`src/rtl/multicycle_control_unit.sv`:
```
// multicycle_control_unit
// Control FSM for a shared-datapath multi-cycle RISC-V core. Each instruction
// is sequenced through fetch, decode, execute, memory and writeback states.
// Supports R-type, addi, ld, sd, beq and (optionally) jal. Memory accesses
// handshake on mem_ready with a bounded wait; illegal opcodes and memory
// timeouts enter an absorbing TRAP state. Retired instructions are counted.
//
// Ports:
//   clk, reset        : rising-edge clock, synchronous active-high reset
//   opcode            : IR[6:0], stable from DECODE until retire
//   zero              : ALU zero flag (branch decision)
//   mem_ready         : memory completes current read/write this cycle
//   pc_write, ir_write, IorD, MemRead, MemWrite, MemToReg, RegWrite,
//   ALUSrcA, ALUSrcB, ALUOp, PCSource : datapath controls
//   instr_done        : one-cycle retire pulse
//   illegal, mem_err  : sticky trap causes
//   instret           : retired-instruction count (wraps)
//   state             : current state encoding (debug)
module multicycle_control_unit #(
  parameter int unsigned ALUOP_W     = 2,
  parameter bit          SUPPORT_JAL = 1'b1,
  parameter int unsigned MEM_TIMEOUT = 15,
  parameter int unsigned CNT_W       = 32
) (
  input  logic               clk,
  input  logic               reset,
  input  logic [6:0]         opcode,
  input  logic               zero,
  input  logic               mem_ready,
  output logic               pc_write,
  output logic               ir_write,
  output logic               IorD,
  output logic               MemRead,
  output logic               MemWrite,
  output logic [1:0]         MemToReg,
  output logic               RegWrite,
  output logic [1:0]         ALUSrcA,
  output logic [1:0]         ALUSrcB,
  output logic [ALUOP_W-1:0] ALUOp,
  output logic               PCSource,
  output logic               instr_done,
  output logic               illegal,
  output logic               mem_err,
  output logic [CNT_W-1:0]   instret,
  output logic [3:0]         state
);

  typedef enum logic [3:0] {
    S_FETCH     = 4'd0,
    S_DECODE    = 4'd1,
    S_MEM_ADDR  = 4'd2,
    S_MEM_READ  = 4'd3,
    S_MEM_WB    = 4'd4,
    S_MEM_WRITE = 4'd5,
    S_EXEC_R    = 4'd6,
    S_EXEC_I    = 4'd7,
    S_ALU_WB    = 4'd8,
    S_BRANCH    = 4'd9,
    S_JAL       = 4'd10,
    S_TRAP      = 4'd11
  } state_t;

  localparam logic [6:0] OP_LOAD  = 7'b0000011;
  localparam logic [6:0] OP_STORE = 7'b0100011;
  localparam logic [6:0] OP_RTYPE = 7'b0110011;
  localparam logic [6:0] OP_ITYPE = 7'b0010011;
  localparam logic [6:0] OP_BEQ   = 7'b1100011;
  localparam logic [6:0] OP_JAL   = 7'b1101111;
  localparam logic [7:0] WAIT_LIM = 8'(MEM_TIMEOUT);

  state_t             state_q, state_d;
  logic [7:0]         wait_q, wait_d;
  logic [CNT_W-1:0]   instret_q, instret_d;
  logic               illegal_q, illegal_d;
  logic               mem_err_q, mem_err_d;

  logic pc_write_c, ir_write_c, mem_read_c, mem_write_c, reg_write_c, retire_c;
  logic in_mem_wait, timeout;

  always_comb begin
    in_mem_wait = (state_q == S_FETCH) || (state_q == S_MEM_READ) ||
                  (state_q == S_MEM_WRITE);
    timeout     = in_mem_wait && !mem_ready && (wait_q == WAIT_LIM);
  end

  always_comb begin
    state_d     = state_q;
    pc_write_c  = 1'b0;
    ir_write_c  = 1'b0;
    mem_read_c  = 1'b0;
    mem_write_c = 1'b0;
    reg_write_c = 1'b0;
    retire_c    = 1'b0;
    IorD        = 1'b0;
    MemToReg    = 2'd0;
    ALUSrcA     = 2'd0;
    ALUSrcB     = 2'd0;
    ALUOp       = '0;
    PCSource    = 1'b0;

    case (state_q)
      S_FETCH: begin
        mem_read_c = 1'b1;
        ALUSrcB    = 2'd1;
        if (mem_ready) begin
          ir_write_c = 1'b1;
          pc_write_c = 1'b1;
          state_d    = S_DECODE;
        end
      end
      S_DECODE: begin
        ALUSrcA = 2'd2;
        ALUSrcB = 2'd2;
        case (opcode)
          OP_LOAD, OP_STORE: state_d = S_MEM_ADDR;
          OP_RTYPE:          state_d = S_EXEC_R;
          OP_ITYPE:          state_d = S_EXEC_I;
          OP_BEQ:            state_d = S_BRANCH;
          OP_JAL:            state_d = SUPPORT_JAL ? S_JAL : S_TRAP;
          default:           state_d = S_TRAP;
        endcase
      end
      S_MEM_ADDR: begin
        ALUSrcA = 2'd1;
        ALUSrcB = 2'd2;
        state_d = (opcode == OP_LOAD) ? S_MEM_READ : S_MEM_WRITE;
      end
      S_MEM_READ: begin
        mem_read_c = 1'b1;
        IorD       = 1'b1;
        if (mem_ready) begin
          ir_write_c = 1'b1;
          state_d    = S_MEM_WB;
        end
      end
      S_MEM_WB: begin
        reg_write_c = 1'b1;
        MemToReg    = 2'd1;
        retire_c    = 1'b1;
        state_d     = S_FETCH;
      end
      S_MEM_WRITE: begin
        mem_write_c = 1'b1;
        IorD        = 1'b1;
        if (mem_ready) begin
          retire_c = 1'b1;
          state_d  = S_FETCH;
        end
      end
      S_EXEC_R: begin
        ALUSrcA = 2'd1;
        ALUOp   = ALUOP_W'(2'b10);
        state_d = S_ALU_WB;
      end
      S_EXEC_I: begin
        ALUSrcA = 2'd1;
        ALUSrcB = 2'd2;
        ALUOp   = ALUOP_W'(2'b10);
        state_d = S_ALU_WB;
      end
      S_ALU_WB: begin
        reg_write_c = 1'b1;
        retire_c    = 1'b1;
        state_d     = S_FETCH;
      end
      S_BRANCH: begin
        ALUSrcA    = 2'd1;
        ALUOp      = ALUOP_W'(2'b01);
        PCSource   = 1'b1;
        pc_write_c = zero;
        retire_c   = 1'b1;
        state_d    = S_FETCH;
      end
      S_JAL: begin
        reg_write_c = 1'b1;
        MemToReg    = 2'd2;
        PCSource    = 1'b1;
        pc_write_c  = 1'b1;
        retire_c    = 1'b1;
        state_d     = S_FETCH;
      end
      S_TRAP:  state_d = S_TRAP;
      default: state_d = S_FETCH;
    endcase

    // Timeout only fires with mem_ready low, so it never overrides a
    // completing handshake; it simply redirects a would-be stay.
    if (timeout) state_d = S_TRAP;

    // Counter runs only while waiting in place; any entry, completion or
    // exit leaves it at zero.
    if (in_mem_wait && !mem_ready && (state_d == state_q))
      wait_d = wait_q + 8'd1;
    else
      wait_d = '0;

    instret_d = retire_c ? instret_q + CNT_W'(1) : instret_q;
    illegal_d = illegal_q | ((state_q == S_DECODE) && (state_d == S_TRAP));
    mem_err_d = mem_err_q | timeout;
  end

  always_ff @(posedge clk) begin
    if (reset) begin
      state_q   <= S_FETCH;
      wait_q    <= '0;
      instret_q <= '0;
      illegal_q <= 1'b0;
      mem_err_q <= 1'b0;
    end else begin
      state_q   <= state_d;
      wait_q    <= wait_d;
      instret_q <= instret_d;
      illegal_q <= illegal_d;
      mem_err_q <= mem_err_d;
    end
  end

  // Enables are suppressed while reset is held so nothing reaches memory
  // or the register file from a stale state.
  assign pc_write   = pc_write_c  & ~reset;
  assign ir_write   = ir_write_c  & ~reset;
  assign MemRead    = mem_read_c  & ~reset;
  assign MemWrite   = mem_write_c & ~reset;
  assign RegWrite   = reg_write_c & ~reset;
  assign instr_done = retire_c    & ~reset;
  assign illegal    = illegal_q;
  assign mem_err    = mem_err_q;
  assign instret    = instret_q;
  assign state      = state_q;

endmodule

```
`config.mk`:
```
export PLATFORM = sky130hd
export DESIGN_NAME = multicycle_control_unit
export DESIGN_NICKNAME = d
export VERILOG_FILES = /design/src/rtl/multicycle_control_unit.sv
export SDC_FILE = /design/constraint.sdc
export NUM_CORES = 1
export LEC_CHECK = 0
export CELL_PAD_IN_SITES_DETAIL_PLACEMENT = 1
export CELL_PAD_IN_SITES_GLOBAL_PLACEMENT = 2
export CORE_MARGIN = 4
export CORE_UTILIZATION = 28
export DETAILED_ROUTE_END_ITERATION = 6
export GPL_TIMING_DRIVEN = 1
export PLACE_DENSITY_LB_ADDON = 0.1
export SYNTH_ARGS = -nofsm -noshare
export SYNTH_HDL_FRONTEND = slang
export SYNTH_SLANG_ARGS = --single-unit
```
`constraint.sdc`:
```
create_clock -name clk -period 2.6 [get_ports clk]
set_clock_uncertainty 0.2 [all_clocks]
set_input_delay 0.52 -clock clk [delete_from_list [all_inputs] [get_ports clk]]
set_output_delay 0.52 -clock clk [all_outputs]
set_load 0.02 [all_outputs]
```
== Yosys cells after proc, flatten, opt, wreduce, memory -nomap -nowiden ==
Index checks and enable logic that the tools add are counted.

* Order comparisons: 0
* Shifts and indexed selects: 0
* Div/mod/pow operators: 0
* Bitwise operators: 10
* Multiplexer cells: 20
* Multipliers: 0
* $add $sub $neg: 2
* Reduce and logical (&&, ||, !) cells: 18
* Equal/unequal tests: 20

{| class="wikitable"
|+ Operators with widths
! kind !! number
|-
| 32-bit by 1-bit adder with 32-bit output (second input constant) || 1
|-
| 4-bit case mux with 7 select lines || 1
|-
| 4-bit == test (second input constant) || 5
|-
| 4-bit case mux with 5 select lines || 1
|-
| 4-bit by 3-bit == test with 1-bit output (second input constant) || 4
|-
| 4-bit 2-to-1 mux || 4
|-
| 2-bit case mux with 2 select lines || 4
|-
| 7-bit by 6-bit == test with 1-bit output (second input constant) || 2
|-
| 7-bit == test (second input constant) || 2
|-
| 2-bit OR reduction || 6
|-
| 8-bit by 1-bit adder with 8-bit output (second input constant) || 1
|-
| 4-bit by 2-bit == test with 1-bit output (second input constant) || 2
|-
| 8-bit by 4-bit == test with 1-bit output (second input constant) || 1
|-
| 4-bit OR reduction || 2
|-
| 7-bit by 2-bit == test with 1-bit output (second input constant) || 1
|-
| 7-bit by 5-bit == test with 1-bit output (second input constant) || 1
|-
| 1-bit 2-to-1 mux || 7
|-
| 1-bit AND || 6
|-
| 3-bit OR reduction || 2
|-
| 4-bit by 1-bit == test with 1-bit output (second input constant) || 1
|-
| 4-bit == test || 1
|-
| 1-bit logical AND || 4
|-
| 4-bit logical NOT || 1
|-
| 3-bit 2-to-1 mux || 1
|-
| other kinds (6) || 9
|}

* ROM bits: 0
* Input bits: 11
* Output and inout bits: 54
* Memory bits (writable): 0
* Logic and storage cells: 75
* Flip-flop bits (word level): 46
* Bits in latches: 0
* Memories kept: 0

== Depth between registers and ports, before layout ==
Gate-level depths: netlist of run 1.

* Depth after elaboration: 10
* Gate-level depth with buffers: 7
* Gate-level depth less buffers: 5

== Least setup slack after synthesis of run 1 ==
No wires, ideal clock.

* Kind: reg-to-output
* From: reg state_q[2] (netlist: state[2])
* To: out RegWrite
* Cell stages (with the launch flop): 6
* Data required time: 1880 ps
* Arrival: 1705 ps
* Path buffers: 2
* Slack: 175 ps
* Cells stage by stage: dfxtp_1 > buf_2 > nand2b_2 > o22ai_4 > clkbuf_1 > nor2b_1

* Longest elaborated chain between the ends: 4
* Elaborated cells on any way between the ends: 6

{| class="wikitable"
|+ Ends and longest elaborated chain
! element !! RTL line !! source
|-
| start, declared || 71 || <nowiki>state_t state_q, state_d;</nowiki>
|-
| start signal, assigned || 210 || <nowiki>state_q <= state_d;</nowiki>
|-
| 4-bit == test or 4-bit by 3-bit == test with 1-bit output (tied branches) || 101 || <nowiki>case (state_q)</nowiki>
|-
| 3-bit OR reduction (no line) * || -- ||
|-
| 1-bit 2-to-1 mux * || 101 ||
|-
| 1-bit AND * || 224 || <nowiki>assign RegWrite = reg_write_c & ~reset;</nowiki>
|-
| end, declared || 36 || <nowiki>output logic RegWrite,</nowiki>
|}

Every way passes the cells marked *; elsewhere a longest branch is shown, timed or not.

== Worst setup path after layout of run 1 ==
* From: reg state_q[1] (netlist: state[1])
* To: out ALUSrcB[0]

* Longest elaborated chain between the ends: 3
* Elaborated cells on any way between the ends: 6

{| class="wikitable"
|+ Ends and longest elaborated chain
! element !! RTL line !! source
|-
| 4-bit by 1-bit == test with 1-bit output (tied with other cells) || 101 ||
|-
| 3-bit OR reduction (no line) || -- ||
|-
| 2-bit case mux with 2 select lines * || 101 ||
|-
| end, declared || 38 || <nowiki>output logic [1:0] ALUSrcB,</nowiki>
|}

Marks and branches as above.

==> results of run 1 <==
kinds of logic after synthesis:
family          synth area share (%)
buf+inv                         3.65
simple gates                    30.7
flops                           36.8
fa+ha+maj                       1.00
mux                            0.850
xor+xnor                        7.35
compound gates                  19.7
how the worst min path moves through the flow:
stage,start,to,slack (ns)
after floorplan,wait_q[0]$_SDFF_PP0_,wait_q[0]$_SDFF_PP0_,0.22
after global placement,wait_q[0]$_SDFF_PP0_,wait_q[0]$_SDFF_PP0_,0.23
after detailed placement,wait_q[0]$_SDFF_PP0_,wait_q[0]$_SDFF_PP0_,0.24
after CTS,wait_q[0]$_SDFF_PP0_,wait_q[0]$_SDFF_PP0_,0.26
after global routing,wait_q[0]$_SDFF_PP0_,wait_q[0]$_SDFF_PP0_,0.28
final,wait_q[0]$_SDFF_PP0_,wait_q[0]$_SDFF_PP0_,0.26
state kept, by name, indices dropped and copies added, names as in the netlist:
signal / flops
mem_err: 1
wait_q: 8
state: 4
illegal: 1
instret: 32
per-layer routing:
layer | track usage, % | vias up
li1 | - | 1282
met4 | 3.63 | 0
met1 | 19.6 | 1201
met5 | 0 | -
met2 | 25.1 | 51
met3 | 2.71 | 6
layout by cell type, fill, tap and decap left out, types with 5 or more instances in the layout:
| cell type | count |
|---|---|
| xor2_1 | 12 |
| dlygate4sd2_1 | 6 |
| clkdlybuf4s50_1 | 53 |
| or3_1 | 16 |
| a21oi_1 | 21 |
| inv_1 | 6 |
| nor2b_1 | 5 |
| o21ai_0 | 20 |
| nand4_1 | 7 |
| nor2_1 | 42 |
| clkbuf_8 | 6 |
| and3_1 | 5 |
| buf_4 | 31 |
| xnor2_1 | 9 |
| and2_1 | 6 |
| nand3_1 | 11 |
| nor3_1 | 10 |
| o2111ai_1 | 7 |
| dfxtp_1 | 43 |
| o211ai_1 | 6 |
| or4_1 | 5 |
| nand2_1 | 13 |
power by group through the flow:
stage / logic (mW) / registers [mW] / clock network (mW)
after global placement: 0.666 / 0.784 / 0
after global routing: 0.707 / 0.774 / 0.608
after detailed placement: 0.665 / 0.784 / 0
after CTS: 0.655 / 0.769 / 0.586
final: 0.639 / 0.769 / 0.552
after floorplan: 0.347 / 0.797 / 0
worst max-delay path, cell delays in order (launching register included):
cell	delay, ns
dfxtp_2	0.38
or2_4	0.29
nor3_1	0.14
clkdlybuf4s50_1	0.64
cell type report:
class                      instances  area share [%]
multi-input combinational        238            42.1
sequential                        46            26.1
timing repair buffer              94            24.2
tap                              108            3.81
clock buffer                       6            2.33
clock inverter                     1           0.846
inverter                           6           0.635
repair_timing:
action | CTS | global route
gates cloned | 0 | 0
setup endpoints to repair | 10 | 4
buffers inserted | 0 | 0
endpoints found under the hold margin | 0 | 0
gates resized for setup | 16 | 7
==> results.toml, run 1 <==
[setup_path]
worst_setup_path_end_kind = "output pin"
rr_startpoint = "instret[2]$_SDFFE_PP0P_"
critPathKind = "reg -> out"
critPathLaunch = "state[1]$_SDFF_PP0_"
path_max_fanout = 8
crit_end = "ALUSrcB[0]"
critPathRequiredTime_ns = 1.88
ff2ff_setup_slack_ns = 0.43
cp_data_arrival_time_ns = 1.74
r2r_cells = 5
crit_path_start_kind = "flip-flop"
reg2reg_to = "instret[18]$_SDFFE_PP0P_"

[placement]
place_ws_ns = -0.309
io_buffers = 64
dp.cells = 492
hpwl_um = 5540
dpl_cell_area_mm2 = 0.00343
gp_congestion = 0.742

[power_and_ir_drop]
power_density_mw_per_mm2 = 552
p_sw_mw = 0.629
internal_power_mw = 1.33
clockPowerShare_pct = 28.2
p_comb_share_pct = 32.6
seqPwrFrac_pct = 39.2
ir_drop_v = 0.000250
switching_share_pct = 32.1
leakage_nw = 1.28
power_mw = 1.96

[hold_path]
worstHoldPathType = "reg -> reg"
holdPathStages = 1

[yosys]
async_reset_ff_share_pct = 0
synth_flop_cell = "dfxtp_1"
ys.warnings.count = 0
synth_area_leaders = "dfxtp_1, nor2_1, a21oi_1"
ys_types = 48
synth_most_common_cell = "dfxtp_1"
yosysSeqAreaShare_pct = 36.8
syn_inst = 306
synth_top_area_share_pct = 36.8
synth_nets = 319
ys_seq_elements = 46
synth_area_mm2 = 0.00250
syn_avg_cell_area_um2 = 8.18
synth_edf_count = 0
yosysTopAreaCell = "dfxtp_1"
synth_common_cells = "dfxtp_1, nor2_1, a21oi_1"

[floorplan]
initial_utilization_pct = 28.7
die_h_um = 103
die-area_mm2 = 0.0105
ios = 65
dieWidth_um = 103
core_area_mm2 = 0.00872
rows = 34

[timing]
fin_setup_tns_ns = 0
hold_viol = 0
rsz0062_at_grt = "no"
period_needed_ns = 2.46
finalMaxSlewViolations = 0
relSlewSlack_pct = 62.5
fin_ws_ns = 0.137
fin_crit_sh_pct = 94.7
fmax_mhz = 406
setup_violations = 0
hold_ws_ns = 0.257
tightest_slew_ns = 0.559

[job]
cap_violations = 0

[routing]
drtIter0Drc = 40
route.met3.wl_um = 327
dr.pass1.iters = 4
vias = 2540
route.met2.wl_um = 3470
wl_met1_um = 3440
via_per_inst = 5.09
wirelength_um = 7320
routedWlPerCell_um = 14.7
drt.antenna.violating_nets = 0
post-route-drc-count = 0
highest_layer = "met4"

[clock_network]
cts.sinks = 46
ctsLongestPathBuffers = 2
cts_hold_buf = 0
clk_latency_ns = 0.30
clk_pin_slew_ns = 0.08
numCtsBuffers = 5
root_buffer = "clkbuf_8"
cts_tree = "yes"
htreeDepth = 2

[finish]
final_util_pct = 40.7
final_cell_area_mm2 = 0.00355
area_growth_pct = 41.8
layout.cells.non_filler = 499
drive_gt1_share_pct = 14.6
nNetsFinal = 404
multiInputGateArea_mm2 = 0.00150
nFillCells = 1046
antennaDiodeCount = 0
seq_area_um2 = 925

[global_routing]
grt_max_degree = 35
antenna_found_initial = 0
grt.overflow.total = 0
grt_pass1_wl_um = 12700
grtUsageTotal_pct = 14.8
grt_pass1_vias = 2600

[outcome]
status = "finished, final reports clean"
Note: power is estimated with default switching activity, not from simulation.
==> run 2: changes to the inputs <==
SKIP_CTS_REPAIR_TIMING = 1   (was unset)
==> run 2 against run 1 <==
Compared with the run above: sequential power is essentially flat; cell count is the same; highest routed layer unchanged; final area grew 1.2%; largest power group unchanged; largest cell class unchanged; setup slack lost 0.013 ns; combinational power grew 3.3%; clock power is essentially flat; die area is the same; first-iteration DRC count grew 15%; maximum frequency shrank 0.54%; non-clock buffer count is the same; core utilization grew 0.50 points; total power grew 1.2%.
==> results.toml, run 2 (synthesis gave the netlist of run 1 again) <==
[setup_path]
r2r_cells = 5
worst_setup_path_end_kind = "output pin"
path_delay_family = "buffers and inverters"
cp_data_arrival_time_ns = 1.76
critPathBufInv = 1
critPathLaunch = "state[1]$_SDFF_PP0_"
reg2reg_to = "instret[18]$_SDFFE_PP0P_"
cp_slowest_cell = "clkdlybuf4s50_1"
crit_end = "ALUSrcB[0]"
path_max_fanout = 8
cp.depth = 3
rr_startpoint = "instret[2]$_SDFFE_PP0P_"
crit_path_start_kind = "flip-flop"
critPathKind = "reg -> out"
ff2ff_setup_slack_ns = 0.43
max_stage_delay_ns = 0.64
critPathRequiredTime_ns = 1.88
crit_chain = "or2_4 -> nor3_1 -> clkdlybuf4s50_1"

[global_routing]
grtUsageTotal_pct = 14.8
grt_pass1_wl_um = 12700
grt_max_degree = 35
grt.overflow.total = 0
antenna_found_initial = 0
grt_pass1_vias = 2602

[routing]
drt.antenna.violating_nets = 0
post-route-drc-count = 0
routedWlPerCell_um = 14.7
dr.pass1.iters = 4
wirelength_um = 7310
drtIter0Drc = 46
via_per_inst = 5.10
vias = 2544

[timing]
relSlewSlack_pct = 62.5
rsz0062_at_grt = "no"
fmax_mhz = 404
tightest_slew_ns = 0.559
fin_crit_sh_pct = 95.2
setup_violations = 0
hold_viol = 0
period_needed_ns = 2.48
finalMaxSlewViolations = 0
fin_setup_tns_ns = 0
fin_ws_ns = 0.124

[clock_network]
cts.sinks = 46
clk_latency_ns = 0.30
ctsLongestPathBuffers = 2
numCtsBuffers = 5
cts_tree = "yes"
root_buffer = "clkbuf_8"
htreeDepth = 2
clk_pin_slew_ns = 0.08

[placement]
io_buffers = 64
hpwl_um = 5540
place_ws_ns = -0.309
gp_congestion = 0.742

[finish]
nNetsFinal = 404
antennaDiodeCount = 0
seq_area_um2 = 925
final_util_pct = 41.2
mostFrequentLayoutCells = "clkdlybuf4s50_1, dfxtp_1, nor2_1"
largest_reg_flops = 32
final_common_cell = "clkdlybuf4s50_1"
drive_gt1_share_pct = 14.8
area_growth_pct = 43.6
nFillCells = 1039
multiInputGateArea_mm2 = 0.00151

[floorplan]
rows = 34
die-area_mm2 = 0.0105
core_area_mm2 = 0.00872
dieWidth_um = 103
ios = 65
die_h_um = 103
initial_utilization_pct = 28.7

[job]
cap_violations = 0

[power_and_ir_drop]
leakage_nw = 1.37
power_mw = 1.98
ir_drop_v = 0.000250
power_density_mw_per_mm2 = 552

[hold_path]
worstHoldPathType = "reg -> reg"

[outcome]
status = "finished, final reports clean"
[run 2: cell types whose count changed in the layout (fill, tap and decap cells not counted)]
cell and delta:
dlygate4sd2_1 -6, nor4b_4 +1, nor2_1 -1, nor2_2 +1, nor4b_2 -1, clkbuf_2 -1
nand2b_1 -1, nand2b_2 +1, dlymetal6s2s_1 +7
[run 2: cell type report]
type,count,area share [%]
clock buffer,6,2.30
clock inverter,1,0.836
inverter,6,0.627
multi-input combinational,238,42.0
sequential,46,25.7
tap,108,3.76
timing repair buffer,94,24.7
[run 2: per-stage QoR]
step | instance area, um2 | hold slack, ns | instances
6_report | 3590 | 0.257 | 499
5_1_grt | 3590 | 0.279 | 499
4_1_cts | 3550 | 0.260 | 499
3_5_place_dp | 3430 | 0.244 | 492
3_3_place_gp | 3430 | 0.232 | 492
2_1_floorplan | 2500 | 0.221 | 306
[run 2: report_power, final]
part / internal [mW] / switching [mW]
Sequential: 0.733 / 0.0387
Combinational: 0.309 / 0.351
Clock: 0.308 / 0.244
Total: 1.35 / 0.633
[run 2: layer usage]
metal  vias up  routed length [um]  GRT usage (%)
li1       1282                   -              -
met1      1203                3440           19.7
met2        53                3470           25.0
met3         6                 331           2.71
met4         0                  73           3.63
met5         -                   0              0
[run 2: worst reg2reg max path, cell delays in order (launching register included)]
cell and delay, ns:
dfxtp_1 0.44, nand3_1 0.21, nor4_4 0.41, o211ai_1 0.32
or3_1 0.38, a21oi_1 0.15
[run 2: worst min-delay path by stage]
stage,endpoint,cells after the start,start
floorplan,wait_q[0]$_SDFF_PP0_,1,wait_q[0]$_SDFF_PP0_
global placement,wait_q[0]$_SDFF_PP0_,1,wait_q[0]$_SDFF_PP0_
detailed placement,wait_q[0]$_SDFF_PP0_,1,wait_q[0]$_SDFF_PP0_
CTS,wait_q[0]$_SDFF_PP0_,1,wait_q[0]$_SDFF_PP0_
global route,wait_q[0]$_SDFF_PP0_,1,wait_q[0]$_SDFF_PP0_
finish,wait_q[0]$_SDFF_PP0_,1,wait_q[0]$_SDFF_PP0_
==> run 3: changes to the inputs <==
ABC_AREA = 1   (was unset)
CORE_UTILIZATION = 26   (was 28)
==> run 3 against run 2 <==
Compared with the run above: wire length grew 40%; final area grew 12%; synthesized area grew 18%; critical path depth grew 2; global-route usage grew 1.2 points; setup slack lost 0.087 ns; cell count grew 42%; total power grew 23%; via count grew 28%; maximum frequency shrank 3.4%; critical endpoint unchanged; largest cell class unchanged; highest routed layer unchanged.
==> results.toml, run 3 <==
[finish]
final_common_cell = "nand2_1"
seq_area_um2 = 923
layout.cells.non_filler = 707
antennaDiodeCount = 0
nFillCells = 1459
nNetsFinal = 579
drive_gt1_share_pct = 8.99
multiInputGateArea_mm2 = 0.00181
mostFrequentLayoutCells = "nand2_1, nor2_1, clkdlybuf4s50_1"
area_growth_pct = 35.8
largest_reg_flops = 32

[global_routing]
grtUsageTotal_pct = 16.0
grt.overflow.total = 0
grt_max_degree = 33
antenna_found_initial = 0
grt_pass1_wl_um = 16800
grt_pass1_vias = 3332

[yosys]
syn_inst = 493
ys_types = 32
synth_flop_cell = "dfxtp_1"
ys_seq_elements = 46
synth_nets = 506
synth_most_common_cell = "nand2_1"
yosysTopAreaCell = "dfxtp_1"
syn_avg_cell_area_um2 = 6.01
synth_edf_count = 0
synth_top_area_share_pct = 31.1
synth_area_leaders = "dfxtp_1, nand2_1, nor2_1"
ys.warnings.count = 0
synth_common_cells = "nand2_1, nor2_1, dfxtp_1"
yosysSeqAreaShare_pct = 31.1
async_reset_ff_share_pct = 0
synth_area_mm2 = 0.00296

[timing]
period_needed_ns = 2.56
fmax_mhz = 390
hold_ws_ns = 0.249
fin_crit_sh_pct = 98.6
hold_viol = 0
tightest_slew_ns = 0.409
setup_violations = 0
relSlewSlack_pct = 72.5
rsz0062_at_grt = "yes"
finalMaxSlewViolations = 0

[setup_path]
crit_chain = "nor2_2 -> buf_4 -> nand2_1 -> inv_1 -> clkdlybuf4s50_1"
path_max_fanout = 6
cp_slowest_cell = "clkdlybuf4s50_1"
critPathRequiredTime_ns = 1.88
cp_data_arrival_time_ns = 1.84
critPathBufInv = 3
max_stage_delay_ns = 0.60
crit_path_start_kind = "flip-flop"
critPathKind = "reg -> out"
path_delay_family = "buffers and inverters"
worst_setup_path_end_kind = "output pin"
ff2ff_setup_slack_ns = 0.48

[power_and_ir_drop]
leakage_nw = 1.65
ir_drop_v = 0.000329
power_density_mw_per_mm2 = 606

[floorplan]
initial_utilization_pct = 27.0
die_h_um = 115
die-area_mm2 = 0.0132
rows = 38
core_area_mm2 = 0.0110
dieWidth_um = 115
ios = 65

[placement]
dp.cells = 699
hpwl_um = 8250
gp_congestion = 0.771
io_buffers = 64

[clock_network]
numCtsBuffers = 5
clk_pin_slew_ns = 0.07
clk_latency_ns = 0.30
cts_tree = "yes"
ctsLongestPathBuffers = 2
root_buffer = "clkbuf_16"
cts.sinks = 46
htreeDepth = 2

[routing]
dr.pass1.iters = 6
via_per_inst = 4.61
vias = 3262
post-route-drc-count = 0
wirelength_um = 10200
routedWlPerCell_um = 14.4
drtIter0Drc = 133
drt.antenna.violating_nets = 0

[job]
cap_violations = 0

[hold_path]
worstHoldPathType = "reg -> reg"

[outcome]
status = "finished, final reports clean"
[run 3: cell types whose count changed in the layout (fill, tap and decap cells not counted), moves of 12 or more]
cell | previous run | this run
buf_4 | 31 | 12
or3_1 | 16 | 0
a21oi_1 | 21 | 33
nand2_1 | 13 | 194
inv_1 | 6 | 42
nor2_1 | 41 | 76
o21ai_0 | 20 | 3
[run 3: through the flow]
step                      worst slack, ns  setup TNS, ns  total power [mW]  area [um2]  util [%]
after detailed placement           -0.195         -0.555              1.69        3810      34.7
after global placement             -0.196         -0.507              1.69        3810      34.7
after global routing              -0.0330        -0.0330              2.59        4020      36.6
after CTS                          -0.197          -1.07              2.47        3980      36.2
after floorplan                     0.309              0              1.34        2960         -
final                              0.0373              0              2.44        4020      36.6
[run 3: routing by layer]
metal | track usage (%) | wire length, um | vias to the layer above
met1 | 20.0 | 4610 | 1531
met5 | 0 | 0 | -
li1 | - | - | 1682
met2 | 28.5 | 5090 | 43
met4 | 3.29 | 94 | 0
met3 | 3.37 | 411 | 6
[run 3: logic make-up after synthesis]
logic type / count (synthesis) / synth area share [%]
AOI/OAI and AO/OA: 45 / 8.32
xor gates and xnor gates: 13 / 3.84
adders and majority gates: 2 / 0.844
buffers and inverters: 58 / 8.61
DFF: 46 / 31.1
and+or+nand+nor: 329 / 47.3
[run 3: final timing paths]
kind,depth (start not counted),to,startpoint
setup / recovery,5,ALUSrcB[0],state[2]$_SDFF_PP0_
hold / removal,1,wait_q[0]$_SDFF_PP0_,wait_q[0]$_SDFF_PP0_
setup reg to reg,8,instret[17]$_SDFFE_PP0P_,state[2]$_SDFF_PP0_
hold reg to reg,1,wait_q[0]$_SDFF_PP0_,wait_q[0]$_SDFF_PP0_
[run 3: area by class of cell]
cell class                      instances  share of cell area, %
Clock buffer                            5                   3.11
Clock inverter                          3                   1.09
Inverter                               47                   4.45
Multi-Input combinational cell        389                   44.9
Sequential cell                        46                   22.9
Tap cell                              140                   4.35
Timing Repair Buffer                   77                   19.2
[run 3: power breakdown]
| part | switching [mW] | internal (mW) | leakage (nW) |
|---|---|---|---|
| sequential | 0.0469 | 0.737 | 0.372 |
| combinational | 0.548 | 0.336 | 1.19 |
| clock | 0.313 | 0.457 | 0.0842 |
| total | 0.908 | 1.53 | 1.65 |
